$ cat config.mk
export PLATFORM = sky130hd
export DESIGN_NAME = mips_writeback_stage
export DESIGN_NICKNAME = d
export VERILOG_FILES = /design/src/rtl/mips_wb_pkg.sv /design/src/rtl/mips_load_formatter.sv /design/src/rtl/mips_writeback_stage.sv
export SDC_FILE = /design/constraint.sdc
export NUM_CORES = 1
export LEC_CHECK = 0
export CELL_PAD_IN_SITES_DETAIL_PLACEMENT = 2
export CELL_PAD_IN_SITES_GLOBAL_PLACEMENT = 2
export CORE_MARGIN = 3
export CORE_UTILIZATION = 28
export CTS_CLUSTER_SIZE = 28
export DETAILED_ROUTE_END_ITERATION = 8
export PLACE_DENSITY_LB_ADDON = 0.05
export SETUP_SLACK_MARGIN = 0.2
export SYNTH_ARGS = -nofsm -noshare
export SYNTH_HDL_FRONTEND = slang
export SYNTH_SLANG_ARGS = --single-unit
export TNS_END_PERCENT = 20
$ cat constraint.sdc
create_clock -name clock -period 4.7 [get_ports clock]
set_input_delay 0.94 -clock clock [delete_from_list [all_inputs] [get_ports clock]]
set_output_delay 0.94 -clock clock [all_outputs]
set_load 0.005 [all_outputs]
$ cat src/rtl/mips_wb_pkg.sv
// Shared definitions for the MIPS writeback stage: load type codes, FSM
// state encoding, timeout fill word and a byte/half extension helper.
package mips_wb_pkg;

    typedef enum logic [2:0] {
        LT_LB  = 3'd0,
        LT_LBU = 3'd1,
        LT_LH  = 3'd2,
        LT_LHU = 3'd3,
        LT_LW  = 3'd4
    } load_type_e;

    typedef enum logic [1:0] {
        WB_IDLE     = 2'd0,
        WB_WAIT_MEM = 2'd1,
        WB_WRITE    = 2'd2
    } wb_state_e;

    localparam logic [31:0] TIMEOUT_FILL = 32'hDEADBEEF;

    // Extends a sub-word value of width 'bits' (8 or 16) to 32 bits.
    function automatic logic [31:0] extend_sub(input logic [15:0] val, input logic is_half,
                                               input logic is_signed);
        logic [31:0] r;
        if (is_half) begin
            r = {(is_signed && val[15]) ? 16'hFFFF : 16'h0000, val};
        end else begin
            r = {(is_signed && val[7]) ? 24'hFFFFFF : 24'h000000, val[7:0]};
        end
        return r;
    endfunction

endpackage

$ cat src/rtl/mips_load_formatter.sv
// Combinational load formatter: little-endian lane select, sign/zero
// extension and misalignment detection for LB/LBU/LH/LHU/LW.
module mips_load_formatter
    import mips_wb_pkg::*;
(
    input  logic [31:0] i_rdata,
    input  logic [2:0]  i_load_type,
    input  logic [1:0]  i_addr_lo,
    output logic [31:0] o_data,
    output logic        o_misalign
);

    logic [7:0]  w_byte;
    logic [15:0] w_half;

    assign w_half = i_addr_lo[1] ? i_rdata[31:16] : i_rdata[15:0];

    // Byte lane selection by address low bits.
    always_comb begin
        w_byte = i_rdata[7:0];
        case (i_addr_lo)
            2'd0:    w_byte = i_rdata[7:0];
            2'd1:    w_byte = i_rdata[15:8];
            2'd2:    w_byte = i_rdata[23:16];
            2'd3:    w_byte = i_rdata[31:24];
            default: w_byte = i_rdata[7:0];
        endcase
    end

    // Extension and alignment per load type; codes 5..7 behave as LW.
    always_comb begin
        o_data     = i_rdata;
        o_misalign = (i_addr_lo != 2'd0);
        case (i_load_type)
            LT_LB: begin
                o_data     = extend_sub({8'h00, w_byte}, 1'b0, 1'b1);
                o_misalign = 1'b0;
            end
            LT_LBU: begin
                o_data     = extend_sub({8'h00, w_byte}, 1'b0, 1'b0);
                o_misalign = 1'b0;
            end
            LT_LH: begin
                o_data     = extend_sub(w_half, 1'b1, 1'b1);
                o_misalign = i_addr_lo[0];
            end
            LT_LHU: begin
                o_data     = extend_sub(w_half, 1'b1, 1'b0);
                o_misalign = i_addr_lo[0];
            end
            default: begin
                o_data     = i_rdata;
                o_misalign = (i_addr_lo != 2'd0);
            end
        endcase
    end

endmodule

$ cat src/rtl/mips_writeback_stage.sv
// MIPS writeback stage: registers results, waits for load data by handshake,
// drives the register file write port. Optional macro: WB_LOAD_TIMEOUT_EN.
module mips_writeback_stage
    import mips_wb_pkg::*;
#(
    parameter int unsigned TIMEOUT_CYCLES = 255,
    parameter int unsigned TIMEOUT_W      = 8
)(
    input  logic        clock,
    input  logic        reset,
    input  logic        in_valid,
    output logic        in_ready,
    input  logic [4:0]  in_rd,
    input  logic        in_regwrite,
    input  logic        in_is_load,
    input  logic [2:0]  in_load_type,
    input  logic [1:0]  in_addr_lo,
    input  logic [31:0] in_alu_result,
    input  logic        mem_rdata_valid,
    input  logic [31:0] mem_rdata,
    output logic [4:0]  reg_write_idx,
    output logic        reg_write_enable,
    output logic [31:0] reg_write_data,
    output logic        stall,
    output logic        align_err,
    output logic        timeout_err
);

    wb_state_e   r_state, w_state_nxt;
    logic [4:0]  r_ld_rd;
    logic        r_ld_regwrite;
    logic [2:0]  r_ld_type;
    logic [1:0]  r_ld_addr_lo;
    logic [4:0]  r_idx;
    logic        r_we;
    logic [31:0] r_data;
    logic        r_align_err;

    logic        w_accept, w_timeout, w_misalign;
    logic [31:0] w_fmt_data;
    logic [4:0]  w_idx_nxt;
    logic        w_we_nxt, w_align_nxt;
    logic [31:0] w_data_nxt;

    assign in_ready         = (r_state != WB_WAIT_MEM);
    assign stall            = ~in_ready;
    assign w_accept         = in_valid & in_ready;
    assign reg_write_idx    = r_idx;
    assign reg_write_enable = r_we;
    assign reg_write_data   = r_data;
    assign align_err        = r_align_err;

    mips_load_formatter u_fmt (
        .i_rdata     (mem_rdata),
        .i_load_type (r_ld_type),
        .i_addr_lo   (r_ld_addr_lo),
        .o_data      (w_fmt_data),
        .o_misalign  (w_misalign)
    );

    // Next state and next write-port values.
    always_comb begin
        w_state_nxt = r_state;
        w_idx_nxt   = r_idx;
        w_we_nxt    = 1'b0;
        w_data_nxt  = r_data;
        w_align_nxt = 1'b0;
        case (r_state)
            WB_IDLE, WB_WRITE: begin
                if (w_accept && in_is_load) begin
                    w_state_nxt = WB_WAIT_MEM;
                end else if (w_accept) begin
                    w_state_nxt = WB_WRITE;
                    w_idx_nxt   = in_rd;
                    w_we_nxt    = in_regwrite && (in_rd != 5'd0);
                    w_data_nxt  = in_alu_result;
                end else begin
                    w_state_nxt = WB_IDLE;
                end
            end
            WB_WAIT_MEM: begin
                if (mem_rdata_valid) begin
                    w_state_nxt = WB_WRITE;
                    w_idx_nxt   = r_ld_rd;
                    w_we_nxt    = r_ld_regwrite && (r_ld_rd != 5'd0) && !w_misalign;
                    w_data_nxt  = w_fmt_data;
                    w_align_nxt = w_misalign;
                end else if (w_timeout) begin
                    w_state_nxt = WB_WRITE;
                    w_idx_nxt   = r_ld_rd;
                    w_we_nxt    = r_ld_regwrite && (r_ld_rd != 5'd0);
                    w_data_nxt  = TIMEOUT_FILL;
                end else begin
                    w_state_nxt = WB_WAIT_MEM;
                end
            end
            default: w_state_nxt = WB_IDLE;
        endcase
    end

    // State and write-port registers; data only moves on an enabled write.
    always_ff @(posedge clock or negedge reset) begin
        if (!reset) begin
            r_state     <= WB_IDLE;
            r_idx       <= 5'd0;
            r_we        <= 1'b0;
            r_data      <= 32'd0;
            r_align_err <= 1'b0;
        end else begin
            r_state     <= w_state_nxt;
            r_idx       <= w_idx_nxt;
            r_we        <= w_we_nxt;
            r_data      <= w_we_nxt ? w_data_nxt : r_data;
            r_align_err <= w_align_nxt;
        end
    end

    // Pending-load context captured at accept time.
    always_ff @(posedge clock or negedge reset) begin
        if (!reset) begin
            r_ld_rd       <= 5'd0;
            r_ld_regwrite <= 1'b0;
            r_ld_type     <= 3'd0;
            r_ld_addr_lo  <= 2'd0;
        end else if (w_accept && in_is_load) begin
            r_ld_rd       <= in_rd;
            r_ld_regwrite <= in_regwrite;
            r_ld_type     <= in_load_type;
            r_ld_addr_lo  <= in_addr_lo;
        end else begin
            r_ld_rd       <= r_ld_rd;
            r_ld_regwrite <= r_ld_regwrite;
            r_ld_type     <= r_ld_type;
            r_ld_addr_lo  <= r_ld_addr_lo;
        end
    end

`ifdef WB_LOAD_TIMEOUT_EN
    logic [TIMEOUT_W-1:0] r_tmo_cnt;
    logic                 r_timeout_err;

    // Returned data in the final wait cycle wins over the timeout.
    assign w_timeout   = (r_state == WB_WAIT_MEM) && !mem_rdata_valid &&
                         (r_tmo_cnt == TIMEOUT_W'(TIMEOUT_CYCLES - 1));
    assign timeout_err = r_timeout_err;

    // Wait-cycle counter and sticky timeout flag.
    always_ff @(posedge clock or negedge reset) begin
        if (!reset) begin
            r_tmo_cnt     <= '0;
            r_timeout_err <= 1'b0;
        end else begin
            if (w_accept && in_is_load) begin
                r_tmo_cnt <= '0;
            end else if (r_state == WB_WAIT_MEM) begin
                r_tmo_cnt <= r_tmo_cnt + TIMEOUT_W'(1);
            end else begin
                r_tmo_cnt <= r_tmo_cnt;
            end
            r_timeout_err <= r_timeout_err | w_timeout;
        end
    end
`else
    assign w_timeout   = 1'b0;
    assign timeout_err = 1'b0;
`endif

endmodule

==> summary.txt <==
Placed design
  – Post-DP Area: approximately 4500 um^2
  – Port bufs: 120
  – DP HPWL: roughly 9000 um
  – Post-Place Setup Slack: 1180 ps
  – GPL Wtd Cong: between 0.7 and 0.8

Die
  – Row Count: 38
  – Die H: 113 um
  – Num ports: ~120
  – Die area: around 13000 um^2
  – Starting Density: between 20% and 30%
  – CORE AREA: about 11000 um^2
  – Die width: 113 um

Clock network
  – H-tree lvl count: 2
  – CTS buffer count: 5
  – Clock root buffer: clkbuf_16
  – Hold-fix buffers at CTS: 0
  – Postcts setup bufs: 0
  – Clock buffer depth: 2
  – Clk slew on worst S/H paths: 80 ps
  – CTS tree: done
  – Resize count post-CTS: 0
  – CTS Sinks: 52
  – Clk Latency, worst-skew pair: 300 ps

Critical path
  – Crit Path Max Fanout: 24
  – Setup crit end kind: flop
  – Worst R2R End: reg_write_data[9]
  – Reg2reg path depth: 4
  – FF-to-FF setup slack: 1780 ps
  – Startpoint Class: input pin
  – Data required time at the worst endpoint: roughly 5000 ps
  – Kind of critical path: in -> reg
  – R2r startpoint: r_ld_type[1]
  – Critical Path AT: 3350 ps

Min path
  – Hold Path End: reg_write_idx[2]
  – Min-Delay Path Depth: 2
  – Hold_sp: reg_write_idx[2]
  – Tightest Hold Check Type: reg -> reg

STA
  – Fin crit share: 67.5%
  – Worst-Margin Slew: roughly 1100 ps
  – Worst Skew: between 7 and 8 ps
  – Clock period minus worst slack: approximately 3200 ps
  – Slew Limit Headroom: about 29%
  – RSZ-0062 raised after global routing: no
  – Fin Setup TNS: 0 ps
  – Final setup vio count: 0
  – Min setup slack post-route: approximately 1500 ps
  – Max-slew violations: 0
  – F_max: between 300 and 400 MHz
  – Final Hold Fails: 0

Yosys
  – EDFF count, synth: 0
  – Syn avg cell area: 9.57 um^2
  – Post-Syn Nets: about 420
  – Synth Instances: approximately 340
  – Post-Syn Area: between 3000 and 4000 um^2
  – Asr flop ratio synth: 100%
  – Synth cell types: 44
  – Synth warnings: 0
  – Predominant post-synthesis flop cell: dfrtp_1
  – Synthesis-stage register bit count: 52
  – Sequential area share after synthesis: 40.2%

Pwr
  – Switching Share: between 30% and 40%
  – Sequential Power Share: 36.3%
  – Leakage: about 1.8 nW
  – Sw Pwr: 0.000660 W
  – Pint: 0.00134 W
  – Power per cell area: 430 nW/um^2
  – Max VDD drop: approximately 0.00019 V
  – Clock power frac: 19.4%
  – Comb power frac: 44.3%

Layout
  – Final-layout fill cell count: 1255
  – Layout cells sized above 1: between 10% and 20%
  – Final net count: around 520
  – # diodes: 0
  – Finished Cell Area: 4650 um^2
  – Layout area overhead: 43.7%
  – Commonest non-fill, non-tap cells in the layout: clkdlybuf4s50_1 (119), dfrtp_1 (52), nor2_1 (34), nand2_1 (26), a21oi_1 (25)
  – Most common cell after layout, fill and taps aside: clkdlybuf4s50_1

Global routing
  – First-pass GRT wire length: approximately 19000 um
  – Met3 usage: under 10%
  – M2 GR Usage: 30.8%
  – Total track usage: approximately a fifth
  – Largest net degree at the start of global routing: 49
  – Initial antenna violation count: 0
  – Grt peak-use layer: met2
  – Vias in the first global route: 3348
  – Global route overflow: 0
  – Met1 Resource Use GR: between 20% and 30%

Flow run
  – Maximum Capacitance Violations: 0

Detailed routing
  – Routed vias/inst: 5.33
  – DR WL/cell: between 20 and 25 um
  – Iter 0 DRT Violations: 108
  – First-pass iteration count of the detailed router: 4
  – Vias after detailed routing: a little over 3000
  – Final WL: about 12000 um
  – Final antenna-violating net count: 0
  – Post-route DRC: 0

Status
  – Status: finished clean
==> cell families (layout without fill, tap and decap cells) <==
family	count (synthesis)	count (layout)	synth area share [%]
mux	45	45	17.4
flops	52	52	40.2
compound gates	103	103	21.6
other cells	1	1	0.116
simple gates	100	100	15.4
buf+inv	37	138	5.26
==> synthesized netlist by cell type, types with 8 or more instances <==
cell type | instances | area, um^2
nand3b_1 | 9 | 67.6
mux2i_1 | 13 | 130
mux2_4 | 19 | 285
o21ai_0 | 8 | 40.0
a31oi_1 | 16 | 100
a21oi_1 | 25 | 125
a211oi_1 | 8 | 60.1
nor2_1 | 34 | 128
dfrtp_1 | 52 | 1300
o31ai_1 | 8 | 60.1
mux2_2 | 9 | 101
o211ai_1 | 22 | 165
clkbuf_1 | 23 | 86.3
nand2_1 | 26 | 97.6
==> routing by layer <==
layer,vias to the layer above,wire length [um],part of all wire (%)
li1,1450,-,-
met1,1546,5910,48
met2,82,5800,47
met3,7,522,4.2
met4,0,140,1.1
met5,-,0,0
==> critical path: stages <==
cell	delay, ps
clkdlybuf4s50_1	440
or4_4	570
o21ai_4	300
o21a_1	440
inv_4	260
mux2_1	390
==> flip-flops by register name (all words and copies together), names as in the netlist <==
name	cells
align_err	1
r_ld_addr_lo	2
r_ld_rd	5
r_ld_regwrite	1
r_ld_type	3
r_state	2
reg_write_data	32
reg_write_enable	1
reg_write_idx	5
==> worst max-delay path by stage <==
stage,to,start,slack [ps],cells past startpoint
3_3_place_gp,reg_write_data[0],in_rd[2],1280,6
5_1_grt,reg_write_data[0],in_rd[2],1360,6
6_report,reg_write_data[0],in_rd[2],1530,6
2_1_floorplan,reg_write_data[16],in_rd[2],2110,7
4_1_cts,reg_write_data[0],in_rd[2],1500,6
3_5_place_dp,reg_write_data[0],in_rd[2],1180,6
==> power by group through the flow <==
stage / clock network, W / logic (W) / registers, W
3_3_place_gp: 0 / 0.000870 / 0.000730
2_1_floorplan: 0 / 0.000422 / 0.000708
5_1_grt: 0.000413 / 0.000960 / 0.000754
4_1_cts: 0.000398 / 0.000898 / 0.000728
3_5_place_dp: 0 / 0.000896 / 0.000729
6_report: 0.000387 / 0.000885 / 0.000726
==> cell type report <==
| class | instances | area (um^2) | area share [%] |
|---|---|---|---|
| clock inverter | 3 | 27.5 | 0.593 |
| multi-input combinational | 249 | 1760 | 37.9 |
| tap | 140 | 175 | 3.77 |
| sequential | 52 | 1300 | 28.0 |
| clock buffer | 5 | 125 | 2.69 |
| timing repair buffer | 125 | 1230 | 26.6 |
| inverter | 5 | 21.3 | 0.458 |
==> per-stage QoR <==
| stage | instances | hold slack (ps) | total power (W) | util [%] |
|---|---|---|---|---|
| floorplan | 338 | 473 | 0.00113 | - |
| global placement | 571 | 465 | 0.00160 | 40.6 |
| detailed placement | 571 | 483 | 0.00163 | 40.6 |
| CTS | 579 | 500 | 0.00202 | 41.9 |
| global route | 579 | 520 | 0.00213 | 41.9 |
| finish | 579 | 492 | 0.00200 | 41.9 |
No activity file was read; power rests on OpenSTA's default activity.
